**config.mk**
```make
export PLATFORM = sky130hd
export DESIGN_NAME = mux_scan_sequencer
export DESIGN_NICKNAME = d
export VERILOG_FILES = /design/src/rtl/mux_scan_sequencer.sv
export SDC_FILE = /design/constraint.sdc
export NUM_CORES = 1
export LEC_CHECK = 0
export ABC_AREA = 1
export CORE_UTILIZATION = 24
export DETAILED_ROUTE_END_ITERATION = 10
export DONT_BUFFER_PORTS = 1
export HOLD_SLACK_MARGIN = 0.1
export PLACE_DENSITY_LB_ADDON = 0.15
export SLEW_MARGIN = 20
export SYNTH_ARGS = -nofsm -noshare
export SYNTH_HDL_FRONTEND = slang
export SYNTH_SLANG_ARGS = --single-unit
```
**constraint.sdc**
```tcl
create_clock -name clk -period 2.3 [get_ports clk]
set_input_delay 0.69 -clock clk [delete_from_list [all_inputs] [get_ports clk]]
set_output_delay 0.69 -clock clk [all_outputs]
set_load 0.02 [all_outputs]
```
**src/rtl/mux_scan_sequencer.sv**
```systemverilog
// Scans a 4:1 mux channel by channel, majority-votes each channel's settled output,
// and publishes the assembled 4-bit snapshot with one-cycle valid/changed pulses.
module mux_scan_sequencer #(
  parameter int unsigned SETTLE_CYCLES = 2,
  parameter int unsigned NUM_SAMPLES   = 3
) (
  input  logic       clk,
  input  logic       rst_n,
  input  logic       start,
  input  logic       continuous,
  input  logic [3:0] mask,
  input  logic       mux_in,
  output logic [1:0] sel,
  output logic [3:0] data,
  output logic       valid,
  output logic       changed,
  output logic       busy
);

  localparam int unsigned CW = 8;
  localparam int unsigned SW = 4;
  localparam logic [CW-1:0] SETTLE_LAST = CW'((SETTLE_CYCLES == 0) ? 0 : SETTLE_CYCLES - 1);
  localparam logic [SW-1:0] SAMPLE_LAST = SW'(NUM_SAMPLES - 1);

  typedef enum logic [2:0] {IDLE, SETTLE, SAMPLE, NEXT, DONE} state_t;

  state_t        state_q, state_d, entry_state;
  logic [1:0]    sel_q, sel_d;
  logic [3:0]    data_q, data_d;
  logic          valid_q, valid_d;
  logic          changed_q, changed_d;
  logic          busy_q, busy_d;
  logic [3:0]    mask_q, mask_d;
  logic [3:0]    shadow_q, shadow_d;
  logic [CW-1:0] settle_cnt_q, settle_cnt_d;
  logic [SW-1:0] samp_cnt_q, samp_cnt_d;
  logic [SW-1:0] ones_q, ones_d, ones_now;
  logic [SW:0]   ones_x2;
  logic          vote, launch;
  logic [2:0]    first_chan, next_chan;

  // Lowest set channel at or above 'first'; bit 2 flags that one was found.
  function automatic logic [2:0] find_chan(input logic [3:0] m, input int first);
    logic [2:0] r;
    r = '0;
    for (int i = 3; i >= 0; i--) begin
      if (m[i] && i >= first) r = {1'b1, 2'(i)};
    end
    return r;
  endfunction

  assign entry_state = (SETTLE_CYCLES == 0) ? SAMPLE : SETTLE;
  assign ones_now    = ones_q + SW'(mux_in);
  assign ones_x2     = {ones_now, 1'b0};
  assign vote        = (ones_x2 > (SW+1)'(NUM_SAMPLES));
  assign first_chan  = find_chan(mask, 0);
  assign next_chan   = find_chan(mask_q, int'(sel_q) + 1);

  always_comb begin
    state_d      = state_q;
    sel_d        = sel_q;
    data_d       = data_q;
    valid_d      = 1'b0;
    changed_d    = 1'b0;
    busy_d       = busy_q;
    mask_d       = mask_q;
    shadow_d     = shadow_q;
    settle_cnt_d = settle_cnt_q;
    samp_cnt_d   = samp_cnt_q;
    ones_d       = ones_q;
    launch       = 1'b0;

    case (state_q)
      IDLE: launch = start;
      SETTLE: begin
        if (settle_cnt_q == SETTLE_LAST) begin
          settle_cnt_d = '0;
          state_d      = SAMPLE;
        end else begin
          settle_cnt_d = settle_cnt_q + CW'(1);
        end
      end
      SAMPLE: begin
        if (samp_cnt_q == SAMPLE_LAST) begin
          shadow_d[sel_q] = vote;
          samp_cnt_d      = '0;
          ones_d          = '0;
          state_d         = NEXT;
        end else begin
          samp_cnt_d = samp_cnt_q + SW'(1);
          ones_d     = ones_now;
        end
      end
      NEXT: begin
        if (next_chan[2]) begin
          sel_d   = next_chan[1:0];
          state_d = entry_state;
        end else begin
          state_d = DONE;
        end
      end
      DONE: begin
        launch  = continuous;
        state_d = IDLE;
      end
      default: state_d = IDLE;
    endcase

    // A new scan starts from the last published word (DONE already made shadow == data).
    if (launch) begin
      mask_d       = mask;
      shadow_d     = (state_q == DONE) ? shadow_q : data_q;
      settle_cnt_d = '0;
      if (first_chan[2]) begin
        sel_d   = first_chan[1:0];
        state_d = entry_state;
      end else begin
        state_d = DONE;
      end
    end

    if (state_d == DONE) begin
      data_d    = shadow_d;
      valid_d   = 1'b1;
      changed_d = (shadow_d != data_q);
    end
    busy_d = (state_d != IDLE);
  end

  always_ff @(posedge clk) begin
    if (!rst_n) begin
      state_q      <= IDLE;
      sel_q        <= '0;
      data_q       <= '0;
      valid_q      <= 1'b0;
      changed_q    <= 1'b0;
      busy_q       <= 1'b0;
      mask_q       <= '0;
      shadow_q     <= '0;
      settle_cnt_q <= '0;
      samp_cnt_q   <= '0;
      ones_q       <= '0;
    end else begin
      state_q      <= state_d;
      sel_q        <= sel_d;
      data_q       <= data_d;
      valid_q      <= valid_d;
      changed_q    <= changed_d;
      busy_q       <= busy_d;
      mask_q       <= mask_d;
      shadow_q     <= shadow_d;
      settle_cnt_q <= settle_cnt_d;
      samp_cnt_q   <= samp_cnt_d;
      ones_q       <= ones_d;
    end
  end

  assign sel     = sel_q;
  assign data    = data_q;
  assign valid   = valid_q;
  assign changed = changed_q;
  assign busy    = busy_q;

endmodule

```
# Word level (Yosys, flattened, before mapping)
# Cells that the tools add are included.
# W data, S select, Z words.
[totals] n_memories=0 out_inout_bits=9 word_cells=70 romBits=0 latchBits=0 register_bits=36 input_bits=9 mem_bits_rw=0
[classes] div_mod_pow=0 bitwise_logic=1 eq_ne=8 muxes=30 addsub=4 multipliers=0 n_reduce_logical=9 n_shift=0 magnitude_cmp=7
[ops] operator="$mux W3" count=13
[ops] operator="$mux W4" count=6
[ops] operator="$pmux W3 S4" count=1
[ops] operator="$add A8 B1 Y8 const B" count=1
[ops] operator="$eq A8 B1 Y1 const B" count=1
[ops] operator="$mux W2" count=4
[ops] operator="$mux W8" count=1
[ops] operator="$eq A3 B2 Y1 const B" count=2
[ops] operator="$eq A3 B3 Y1 const B" count=2
[ops] operator="$ge A1 B3 Y1 const A" count=2
[ops] operator="$ge A2 B3 Y1 const A" count=2
[ops] operator="$gt A5 B2 Y1 const B" count=1
[ops] operator="$logic_and A1 B1 Y1" count=5
[ops] operator="$add A4 B1 Y4" count=1
[ops] operator="$add A4 B1 Y4 const B" count=1
[ops] operator="$bwmux W4" count=1
[ops] operator="$eq A4 B2 Y1 const B" count=1
[ops] operator="$ne A4 B4 Y1" count=1
[ops] operator="$add A2 B1 Y3 const B" count=1
[ops] operator="$eq A3 B1 Y1 const B" count=1
[ops] operator="$logic_not A3 Y1" count=1
[ops] operator="$lt A2 B3 Y1 const B" count=1
[ops] operator="$reduce_bool A3 Y1" count=1
[ops] operator="$demux W1 S2" count=1
[ops] operator="6 further kinds" count=7

# Logic depth before layout (Yosys ltp)
[depth] depth_word=12 mapped_depth=15 mapped_depth_nobuf=15

# Least setup slack after synthesis
# No wires, ideal clock.
[synth_path] path_kind="input to register" startpoint="input mux_in" endpoint="register changed_q (netlist: changed)" t_required_ps=2189 slack_ps=192 setup_ps=111 n_path_buf=0 arrival_time_ps=1997 path_stages=13 path_cell_list="ha_1 ha_1 nand3b_1 nor2_1 nand2_1 nand3_2 nand2_1 nand2_1 nand2_1 inv_1 nand2_1 nor2_1 nor2_1"
[synth_between] elab_chain_len=7
[synth_lines] element="from (decl)" line="12" rtl="input logic mux_in,"
[synth_lines] element="$add A4 B1 Y4" line="53" rtl="assign ones_now = ones_q + SW'(mux_in);"
[synth_lines] element="$gt A5 B2 Y1" line="55" rtl="assign vote = (ones_x2 > (SW+1)'(NUM_SAMPLES));"
[synth_lines] element="$bwmux W4" line="85" rtl="shadow_d[sel_q] = vote;"
[synth_lines] element="$mux W4" line="84" rtl="if (samp_cnt_q == SAMPLE_LAST) begin"
[synth_lines] element="$mux W4" line="73" rtl="case (state_q)"
[synth_lines] element="$mux W4" line="110" rtl="if (launch) begin"
[synth_lines] element="$ne A4 B4 Y1" line="125" rtl="changed_d = (shadow_d != data_q);"
[synth_lines] element="to (signal assigned)" line="148" rtl="changed_q <= changed_d;"
[synth_lines] element="to (decl)" line="31" rtl="logic changed_q, changed_d;"
# No other way between the ends.
# A chain may end at the register's enable or synchronous reset.

# Worst setup path after layout
# Ends and elaborated chain as after synthesis.

==> metrics.md <==
| Metric | Value |
|---|---|
| Hold Crit Start | settle_cnt_q[7] |
| Count of pins over their slew limit | 0 |
| CTS tree | yes |
| Reg2Reg Setup Slack | 0.46 ns |
| Dpl ws | 0.0500 ns |
| Hold Path Class | reg -> reg |
| Hold path depth | 1 |
| Finished layout cell area | 2080 um2 |
| Comb pwr share | 0.095 |
| Clock latency on the worst-skew pair | 0.29 ns |
| FMAX | 0.519 GHz |
| Final wirelength | 4.25 mm |
| Mapped Avg Cell Area | 6.92 um2 |
| Setup TNS Final | 0 ns |
| Num CTS Buffers | 5 |
| Ys Warns | 0 |
| Met3 WL | 132 um |
| Global placer's final weighted congestion | 0.742 |
| Crit path kind | in -> reg |
| EDFF count, synth | 0 |
| Register bit count reported by yosys | 35 |
| WP data required | 2.49 ns |
| Seq pwr share | 0.538 |
| Share of cells above drive strength 1 | 0.144 |
| Top FF cell, synth | dfxtp_1 |
| Die height | 89.9 um |
| Pin count of the biggest net entering global routing | 14 |
| Hold buffers post-CTS | 0 |
| Fin crit share | 0.837 |
| Sw Pwr | 0.332 mW |
| H-tree levels | 2 |
| Slew @ Worst Pin | 0.365 ns |
| Wl on met1 | 2.25 mm |
| Final setup vio count | 0 |
| Clock buffer depth | 2 |
| Vias in the first global route | 1576 |
| Ant diodes | 0 |
| Routed via count | 1610 |
| Status | completed |
| Sw Ratio | 0.277 |
| Max FO, Critical Path | 4 |
| Yosys cell types | 33 |
| Layout area overhead | 12.0% |
| Min Tclk post-route | 1.93 ns |
| Clk pwr share | 0.368 |
| Lkg Pwr | 0.877 nW |
| Crit start category | primary input |
| Port buffer count | 0 |
| Worst-path clk slew | 0.07 ns |
| Drt wl/cell | 11.3 um |
| Worst r2r dst | changed |
| Floorplan core area | 7370 um2 |
| Synthesized Nets | 281 |
| Initial Utilization | 0.252 |
| Post-Place Cell Area | 1990 um2 |
| Postcts setup bufs | 0 |
| CP arrival | 2.11 ns |
| Peak supply drop | 0.187 mV |
| Die area | 8090 um2 |
| DRT Pass-1 Iters | 4 |
| Nets | 289 |
| RR Startpoint | ones_q[0] |
| WL met2 | 1.79 mm |
| DRC | 0 |
| Endpoint, Worst Hold | settle_cnt_q[7] |
| Relative slew slack | 0.756 |
| Hpwl dp | 3.25 mm |
| Final ANT Viol Nets | 0 |
| Initial antenna violation count | 0 |
| PwrDens | 577 nW/um2 |
| R2r worst-path depth | 14 |
| Internal | 0.867 mW |
| Width of the die | 89.9 um |
| Post-Synthesis Cells | 268 |
| # IOs | 18 |
| Drt initial violations | 32 |
| Syn Std Cell Area | 1860 um2 |
| Global-route wire length before repair | 7.40 mm |
| Total track usage | 0.115 |
| Final Hold Vio Count | 0 |
| Via/cell ratio | 4.28 |
| Final worst setup slack | 0.374 ns |
| Root Driver | clkbuf_8 |
| DR top layer | met4 |
| RSZ-0062 raised after global routing | false |
| Max_cap viols | 0 |
| Asr flop ratio synth | 0 |
| Total gr overflow | 0 |
| Crit. End Element | register |
| Register area share after synthesis | 0.378 |
| Clk sink count | 35 |
| CTS resizes | 0 |
| Clock Skew | 0.0109 ns |
| Row count | 31 |
## cell families (layout without fill, tap and decap cells)
group / Yosys count / count (layout) / share of synthesized area
adders and majority gates: 4 / 4 / 0.0270
AOI/OAI and AO/OA: 48 / 48 / 0.154
DFF: 35 / 35 / 0.378
and+or+nand+nor: 133 / 133 / 0.332
xor gates and xnor gates: 3 / 3 / 0.0142
buffers and inverters: 45 / 54 / 0.0951
## per-stage QoR
step | hold slack, ns | power (mW) | instances | utilization
floorplan | 0.427 | 0.749 | 268 | -
global placement | 0.454 | 0.776 | 368 | 0.271
detailed placement | 0.459 | 0.775 | 368 | 0.271
CTS | 0.470 | 1.23 | 376 | 0.282
global route | 0.497 | 1.27 | 376 | 0.282
finish | 0.464 | 1.20 | 376 | 0.282
## sequential cells by signal, summed over array words and instances (netlist names), 2 cells and up
| signal | cells |
|---|---|
| settle_cnt_q | 8 |
| state_q | 3 |
| shadow_q | 4 |
| sel | 2 |
| samp_cnt_q | 4 |
| mask_q | 3 |
| ones_q | 4 |
| data | 4 |
## worst max path at each step
stage,from,cells past startpoint,slack (ns),endpoint
global placement,mux_in,14,0.1,changed
global route,mux_in,14,0.22,changed
floorplan,mux_in,13,0.19,changed
detailed placement,mux_in,14,0.05,changed
finish,mux_in,14,0.37,changed
CTS,mux_in,14,0.36,changed
## worst max-delay path, cell delays in order
cell and delay, ns:
ha_1 0.21, ha_1 0.29, nand3b_1 0.16, nor2_1 0.11
buf_4 0.13, nand2_1 0.06, nand3_2 0.07, nand2_1 0.07
nand2_1 0.06, nand2_1 0.04, inv_1 0.04, nand2_1 0.05
nor2_1 0.08, nor2_1 0.04
## cell type report
type	count	area (um2)
Inverter	41	154
Clock buffer	5	68.8
Timing Repair Buffer	5	37.5
Sequential cell	35	701
Clock inverter	3	15.0
Multi-Input combinational cell	188	978
Tap cell	99	124
Fill cell	856	5290
## layer usage
| layer | track usage | vias up |
|---|---|---|
| met5 | 0 | - |
| met4 | 0.0444 | 0 |
| met3 | 0.0296 | 7 |
| met2 | 0.174 | 21 |
| met1 | 0.156 | 705 |
| li1 | - | 877 |
## cells in the mapped netlist (all sizes together), types with 3 or more instances
cell type / count / share of area
a21oi: 22 / 0.061
nor3: 7 / 0.024
ha: 4 / 0.027
o211ai: 6 / 0.024
nand4: 3 / 0.010
inv: 41 / 0.083
o21ai: 14 / 0.038
nand3: 14 / 0.046
nand2: 66 / 0.14
dfxtp: 35 / 0.38
nor2: 37 / 0.090
or2: 3 / 0.011
## power groups by stage
stage,Sequential (mW),Combinational (mW),Clock [mW]
2_1_floorplan,0.656,0.0934,0
3_3_place_gp,0.660,0.116,0
3_5_place_dp,0.659,0.116,0
4_1_cts,0.645,0.116,0.468
5_1_grt,0.648,0.132,0.488
6_report,0.645,0.113,0.441
## cell usage in the layout, fill, tap and decap left out, drive strengths merged, types with 2 or more instances in the layout
| cell | Yosys | final |
|---|---|---|
| clkinv | 0 | 3 |
| buf | 2 | 5 |
| nand4 | 3 | 3 |
| dfxtp | 35 | 35 |
| o21bai | 2 | 2 |
| xor2 | 2 | 2 |
| clkbuf | 2 | 5 |
| nand2 | 66 | 66 |
| nor3 | 7 | 7 |
| a21oi | 22 | 22 |
| nor2 | 37 | 37 |
| o211ai | 6 | 6 |
| nand3b | 2 | 2 |
| o21ai | 14 | 14 |
| or2 | 3 | 3 |
| inv | 41 | 41 |
| nand3 | 14 | 14 |
| ha | 4 | 4 |
(Power assumes the default switching activity.)
